File: src/rtl/cpu_pkg.sv
// -----------------------------------------------------------------------------
// cpu_pkg
// Shared definitions for the CPU datapath logic operations.
//   op_t          : 3-bit operation select
//   OP_AND..OP_PASSB : operation encodings (bitwise, applied per bit)
// -----------------------------------------------------------------------------
package cpu_pkg;

   typedef logic [2:0] op_t;

   localparam op_t OP_AND   = 3'd0;
   localparam op_t OP_OR    = 3'd1;
   localparam op_t OP_NOR   = 3'd2;
   localparam op_t OP_NAND  = 3'd3;
   localparam op_t OP_XOR   = 3'd4;
   localparam op_t OP_XNOR  = 3'd5;
   localparam op_t OP_NOTA  = 3'd6;
   localparam op_t OP_PASSB = 3'd7;

endpackage

File: src/rtl/logic_unit_core.sv
// -----------------------------------------------------------------------------
// logic_unit_core
// Purely combinational bitwise operation stage.
//   op_i   : operation select (cpu_pkg encoding)
//   a_i    : operand A, WIDTH bits (ignored for PASS B)
//   b_i    : operand B, WIDTH bits (ignored for NOT A)
//   y_o    : result, WIDTH bits
//   zero_o : y_o is all zeros
//   ones_o : y_o is all ones
// -----------------------------------------------------------------------------
module logic_unit_core
   import cpu_pkg::*;
#(
   parameter int WIDTH = 8
) (
   input  op_t              op_i,
   input  logic [WIDTH-1:0] a_i,
   input  logic [WIDTH-1:0] b_i,
   output logic [WIDTH-1:0] y_o,
   output logic             zero_o,
   output logic             ones_o
);

   always_comb begin
      y_o = '0;
      case (op_i)
         OP_AND:   y_o = a_i & b_i;
         OP_OR:    y_o = a_i | b_i;
         OP_NOR:   y_o = ~(a_i | b_i);
         OP_NAND:  y_o = ~(a_i & b_i);
         OP_XOR:   y_o = a_i ^ b_i;
         OP_XNOR:  y_o = ~(a_i ^ b_i);
         OP_NOTA:  y_o = ~a_i;
         OP_PASSB: y_o = b_i;
         default:  y_o = '0;
      endcase
   end

   assign zero_o = (y_o == '0);
   assign ones_o = &y_o;

endmodule

File: src/rtl/logic_unit.sv
// -----------------------------------------------------------------------------
// logic_unit
// Registered bitwise logic unit with valid/ready handshakes and a two-entry
// output skid buffer (main + skid), sustaining one result per cycle.
//   clk, rst_n            : clock, asynchronous active-low reset
//   in_valid/in_ready     : input handshake (in_ready depends on state only)
//   in_op, in_a, in_b     : operation select and WIDTH-bit operands
//   out_valid/out_ready   : output handshake
//   out_y                 : result from the main entry
//   out_zero, out_ones    : flags captured alongside the result
//   txn_count             : accepted inputs modulo 2^COUNT_W
// -----------------------------------------------------------------------------
module logic_unit
   import cpu_pkg::*;
#(
   parameter int WIDTH   = 8,
   parameter int COUNT_W = 16
) (
   input  logic               clk,
   input  logic               rst_n,
   input  logic               in_valid,
   output logic               in_ready,
   input  op_t                in_op,
   input  logic [WIDTH-1:0]   in_a,
   input  logic [WIDTH-1:0]   in_b,
   output logic               out_valid,
   input  logic               out_ready,
   output logic [WIDTH-1:0]   out_y,
   output logic               out_zero,
   output logic               out_ones,
   output logic [COUNT_W-1:0] txn_count
);

   // Stored entry layout: {ones, zero, y}
   localparam int EW = WIDTH + 2;

   logic [WIDTH-1:0]   core_y;
   logic               core_zero;
   logic               core_ones;
   logic [EW-1:0]      core_word;

   logic               main_vld_q, main_vld_d;
   logic [EW-1:0]      main_q,     main_d;
   logic               skid_vld_q, skid_vld_d;
   logic [EW-1:0]      skid_q,     skid_d;
   logic [COUNT_W-1:0] cnt_q,      cnt_d;

   logic               accept;
   logic               pop;
   logic               main_load_core;
   logic               main_load_skid;
   logic               skid_load;

   logic_unit_core #(
      .WIDTH (WIDTH)
   ) u_core (
      .op_i   (in_op),
      .a_i    (in_a),
      .b_i    (in_b),
      .y_o    (core_y),
      .zero_o (core_zero),
      .ones_o (core_ones)
   );

   assign core_word = {core_ones, core_zero, core_y};

   // Registered-only ready: the skid slot is the only thing that can refuse.
   assign in_ready = !skid_vld_q;
   assign accept   = in_valid && in_ready;
   assign pop      = main_vld_q && out_ready;

   always_comb begin
      main_vld_d     = main_vld_q;
      skid_vld_d     = skid_vld_q;
      main_load_core = 1'b0;
      main_load_skid = 1'b0;
      skid_load      = 1'b0;
      if (!main_vld_q || pop) begin
         // Main is free this edge; an older skid result has priority over a
         // new input (and in_ready is low whenever skid is full anyway).
         if (skid_vld_q) begin
            main_load_skid = 1'b1;
            main_vld_d     = 1'b1;
            skid_vld_d     = 1'b0;
         end else if (accept) begin
            main_load_core = 1'b1;
            main_vld_d     = 1'b1;
         end else begin
            main_vld_d     = 1'b0;
         end
      end else if (accept) begin
         // Main stalled: park the new result in skid.
         skid_load  = 1'b1;
         skid_vld_d = 1'b1;
      end
   end

   always_comb begin
      main_d = main_q;
      if (main_load_skid) begin
         main_d = skid_q;
      end else if (main_load_core) begin
         main_d = core_word;
      end
   end

   assign skid_d = skid_load ? core_word : skid_q;
   assign cnt_d  = accept ? cnt_q + COUNT_W'(1) : cnt_q;

   always_ff @(posedge clk or negedge rst_n) begin
      if (!rst_n) begin
         main_vld_q <= 1'b0;
         main_q     <= '0;
         skid_vld_q <= 1'b0;
         cnt_q      <= '0;
      end else begin
         main_vld_q <= main_vld_d;
         main_q     <= main_d;
         skid_vld_q <= skid_vld_d;
         cnt_q      <= cnt_d;
      end
   end

   // Skid payload is only meaningful while skid_vld_q is set, so it needs no reset.
   always_ff @(posedge clk) begin
      skid_q <= skid_d;
   end

   assign out_valid = main_vld_q;
   assign out_y     = main_q[WIDTH-1:0];
   assign out_zero  = main_q[WIDTH];
   assign out_ones  = main_q[WIDTH+1];
   assign txn_count = cnt_q;

endmodule

File: config.mk
export PLATFORM = sky130hd
export DESIGN_NAME = logic_unit
export DESIGN_NICKNAME = d
export VERILOG_FILES = /design/src/rtl/cpu_pkg.sv /design/src/rtl/logic_unit_core.sv /design/src/rtl/logic_unit.sv
export SDC_FILE = /design/constraint.sdc
export NUM_CORES = 1
export LEC_CHECK = 0
export ABC_AREA = 0
export ABC_CLOCK_PERIOD_IN_PS = 2200
export BUFFER_PORTS_ARGS = -buffer_cell sky130_fd_sc_hd__buf_2
export CORE_MARGIN = 4
export CORE_UTILIZATION = 55
export DETAILED_ROUTE_END_ITERATION = 8
export PLACE_DENSITY = 0.8
export SYNTH_ARGS = -nofsm -noshare
export SYNTH_HDL_FRONTEND = slang
export SYNTH_SLANG_ARGS = --single-unit
File: constraint.sdc
create_clock -name clk -period 2.2 [get_ports clk]
set_input_delay 0.33 -clock clk [delete_from_list [all_inputs] [get_ports clk]]
set_output_delay 0.33 -clock clk [all_outputs]
set_load 0.02 [all_outputs]
==> impl_results.rst <==
.. list-table::
   :header-rows: 1

   * - Metric
     - Value
   * - CP peak stage delay
     - 0.41 ns
   * - Type of element launching the critical path
     - primary input
   * - Outcome
     - completed
   * - Inst Count DP
     - 361
   * - DRT Pass-1 Iters
     - 4
   * - Wire length of the first global-routing pass
     - 8840 um
   * - Worst Tran Pin Value
     - 0.606 ns
   * - Quantity of hold-fixing buffers added after cts
     - 0
   * - Effective utilization at floorplan
     - 57.3%
   * - Cell types with the largest area share after synthesis
     - sky130_fd_sc_hd__dfrtp_1 (28%), sky130_fd_sc_hd__edfxtp_1 (12%), sky130_fd_sc_hd__ha_1 (8.4%)
   * - Via count of the first global-routing pass
     - 1,991
   * - Number of synthesized register bits
     - 38
   * - Synthesized area per cell
     - 9.73 um^2
   * - # Max-Cap Violations
     - 0
   * - Die footprint
     - 0.00575 mm^2
   * - All-layer global routing usage
     - 19.9%
   * - Part of the cycle the worst path needs
     - 85.7%
   * - Buffers inserted during post-CTS setup optimization
     - 0
   * - Clock tree from TritonCTS
     - done
   * - Top flip-flop cell by instance count after synthesis
     - sky130_fd_sc_hd__dfrtp_1
   * - Area post-placement
     - 0.00283 mm^2
   * - Maximum buffer depth of the clock tree
     - 2
   * - Number of diodes
     - 0
   * - Remaining DRCs
     - 0
   * - Average detailed-routed wire length per instance
     - 14.4 um
   * - Standby leakage power
     - 1.36 nW
   * - Reg-to-reg critical path startpoint
     - skid_vld_q
   * - Class of the worst hold path
     - primary input to async pin
   * - Standard-cell rows
     - 24
   * - Unrepaired setup endpoints after global routing
     - false
   * - Post-layout instance count excluding filler cells
     - 369
   * - Storage element area
     - 0.00100 mm^2
   * - Sort of element at the end of the critical path
     - register
   * - Max-slew violation total from the final report
     - 0
   * - FILL cells
     - 365
   * - Clock-pin slew on the worst setup and hold paths
     - 0.07 ns
   * - Drt via density
     - 5.62
   * - Maximum number of pins on one net before global-route repair
     - 29
   * - Netlist area before placement
     - 0.00253 mm^2
   * - Post-route cell area
     - 0.00293 mm^2
   * - Summed negative setup slack over all endpoints
     - 0 ns
   * - Last weighted congestion value of the routability-driven placer
     - 0.851
   * - Worst Hold Slack
     - 0.0461 ns
   * - Proportion of layout cells with a drive suffix above 1
     - 24.3%
   * - Syn Nets
     - 300
   * - Number of library cell types mapped by synthesis
     - 44
   * - Clock skew
     - 0.00310 ns
   * - Core Util, Final
     - 66.3%
   * - Net count reported at finish
     - 356
   * - Sequential cell area fraction in the yosys report
     - 39.6%
   * - Clock sink count
     - 38
   * - Vias after detailed routing
     - 2,073
   * - Number of hold violations in the final report
     - 0
   * - Crit Reg-Reg Endpoint
     - txn_count[9]
   * - Worst-case setup margin in the final layout
     - 0.315 ns
   * - R2R depth
     - 6
   * - Die outline width
     - 75.8 um
   * - Chip Height
     - 75.8 um
   * - Number of gates resized after cts
     - 0
   * - Critical path origin
     - in_op[1]
   * - Cell at the slowest stage of the critical path
     - sky130_fd_sc_hd__nor4_1
   * - Worst Path Max Fanout
     - 25
   * - Multi-input gate area in the final layout
     - 0.00131 mm^2
   * - Fraction of registers with async set/reset
     - 73.7%
   * - Worst-case setup slack after placement
     - 0.0490 ns
   * - Yosys top cell area share
     - 27.7%
   * - Total I/O pin count
     - 51
   * - Core footprint
     - 0.00441 mm^2
   * - Power density over the cells
     - 712 mW/mm^2
   * - Shortest clock period the worst path allows after layout
     - 1.88 ns
   * - Fmax
     - 531 MHz
   * - Insertion delay of the later-clocked pin in the worst-skew pair
     - 0.29 ns
   * - Initial antenna violation count
     - 0
   * - Required time of the critical path
     - 2.42 ns
   * - Ordered list of cells on the worst path
     - buf_2 -> buf_4 -> and2b_1 -> a211oi_1 -> o32ai_1 -> nor4_1 -> a21oi_1 -> nor2_1
   * - Signal arrival time at the worst endpoint
     - 2.11 ns
   * - Post-synthesis instance total
     - 260
   * - Cell type with the highest aggregate area in the netlist
     - sky130_fd_sc_hd__dfrtp_1
   * - Leading cell types in the layout, fill and taps excluded
     - sky130_fd_sc_hd__buf_2 (50), sky130_fd_sc_hd__dfrtp_1 (28), sky130_fd_sc_hd__inv_1 (25)
   * - H-tree level count
     - 2
   * - Final Total Pwr
     - 2.08 mW
   * - Max-Slew Margin vs Limit
     - 59.6%
   * - Yosys warnings
     - 0
   * - TritonCTS Buffers
     - 5
   * - Initial detailed-routing violation count
     - 147
   * - Final HPWL from detailed placement
     - 3930 um
   * - Detail Route Antenna Nets
     - 0
   * - GR Overflow Total
     - 0
   * - Start-to-end type of the worst setup path
     - primary input to register
   * - Number of port buffers
     - 50
   * - Most frequent standard cell in the layout excluding fill and tap cells
     - sky130_fd_sc_hd__buf_2
   * - Worst ir drop on vdd
     - 0.302 mV
   * - Number of flops mapped to enable cells by yosys
     - 10
   * - Root buffer selected by CTS
     - sky130_fd_sc_hd__clkbuf_8
   * - Final number of setup-violating endpoints
     - 0
   * - Layout overhead on the synthesized area
     - 15.7%
   * - Register-to-register path setup slack
     - 0.38 ns
   * - Wire length reported by the detailed router
     - 5310 um
   * - Critical Path End
     - main_q[9]
report_power, final:
group / internal, mW / total (mW) / switching [mW]
sequential: 0.837 / 0.949 / 0.112
clock: 0.252 / 0.491 / 0.239
combinational: 0.265 / 0.644 / 0.379
synth_stat cells (2+ instances only):
| master | instances |
|---|---|
| sky130_fd_sc_hd__dfrtp_1 | 28 |
| sky130_fd_sc_hd__inv_1 | 25 |
| sky130_fd_sc_hd__nand2b_1 | 18 |
| sky130_fd_sc_hd__ha_1 | 17 |
| sky130_fd_sc_hd__a211oi_1 | 14 |
| sky130_fd_sc_hd__nand3_1 | 13 |
| sky130_fd_sc_hd__xnor2_1 | 13 |
| sky130_fd_sc_hd__nand2_1 | 11 |
| sky130_fd_sc_hd__edfxtp_1 | 10 |
| sky130_fd_sc_hd__a21oi_1 | 9 |
| sky130_fd_sc_hd__and2b_1 | 9 |
| sky130_fd_sc_hd__o22ai_1 | 9 |
| sky130_fd_sc_hd__o21ai_0 | 8 |
| sky130_fd_sc_hd__o32ai_1 | 8 |
| sky130_fd_sc_hd__a311oi_1 | 7 |
| sky130_fd_sc_hd__nor2b_1 | 7 |
| sky130_fd_sc_hd__nor3b_1 | 6 |
| sky130_fd_sc_hd__nand4_1 | 5 |
| sky130_fd_sc_hd__buf_6 | 4 |
| sky130_fd_sc_hd__nor2_1 | 4 |
| sky130_fd_sc_hd__and3_1 | 3 |
| sky130_fd_sc_hd__buf_2 | 3 |
| sky130_fd_sc_hd__clkbuf_1 | 3 |
| sky130_fd_sc_hd__and4_1 | 2 |
| sky130_fd_sc_hd__buf_4 | 2 |
| sky130_fd_sc_hd__nor4_1 | 2 |
| sky130_fd_sc_hd__o21a_1 | 2 |
| sky130_fd_sc_hd__xor2_1 | 2 |
flip-flops by register name, summed over array words and instances, names as in the netlist:
signal and count:
txn_count 16, out_valid 1, skid_q 10, skid_vld_q 1, main_q 10
layer usage:
| layer | up-vias | GRT usage [%] | share of wire, % |
|---|---|---|---|
| met5 | - | 0 | 0 |
| met4 | 0 | 8.16 | 1.4 |
| met3 | 6 | 3.83 | 6.7 |
| met2 | 66 | 31.8 | 46 |
| met1 | 953 | 26.2 | 46 |
| li1 | 1048 | - | - |
critical path, delay by kind of cell:
kind | cells | cell delay, ns
compound gates | 3 | 0.48
buf+inv | 2 | 0.59
simple gates | 3 | 0.72
kinds of logic after synthesis:
family                   synth area share, %
XOR/XNOR                                5.19
buffers and inverters                   8.51
AO/OA/AOI/OAI                           16.8
multiplexers                           0.445
adder cells (fa/ha/maj)                 8.41
AND/OR/NAND/NOR                         21.1
flip-flops                              39.6
worst min-delay path by stage:
stage          startpoint       endpoint  slack, ns  cells after the start
2_1_floorplan       rst_n      main_q[0]       0.03                      0
3_3_place_gp        rst_n      main_q[4]       0.37                      1
3_5_place_dp        rst_n      main_q[4]       0.37                      1
4_1_cts             rst_n      main_q[4]       0.06                      1
5_1_grt             rst_n  txn_count[14]       0.09                      1
6_report            rst_n      main_q[4]       0.05                      1
area by class of cell:
class                   instances  share of cell area [%]
multi-input cells             181                    44.9
flip-flops and latches         38                    34.2
repair buffers                 64                    12.1
inverters                      26                    3.33
clock buffers                   6                    2.82
well taps                      52                    2.22
clock inverters                 2                   0.385
No activity file was read; power rests on OpenSTA's default activity.
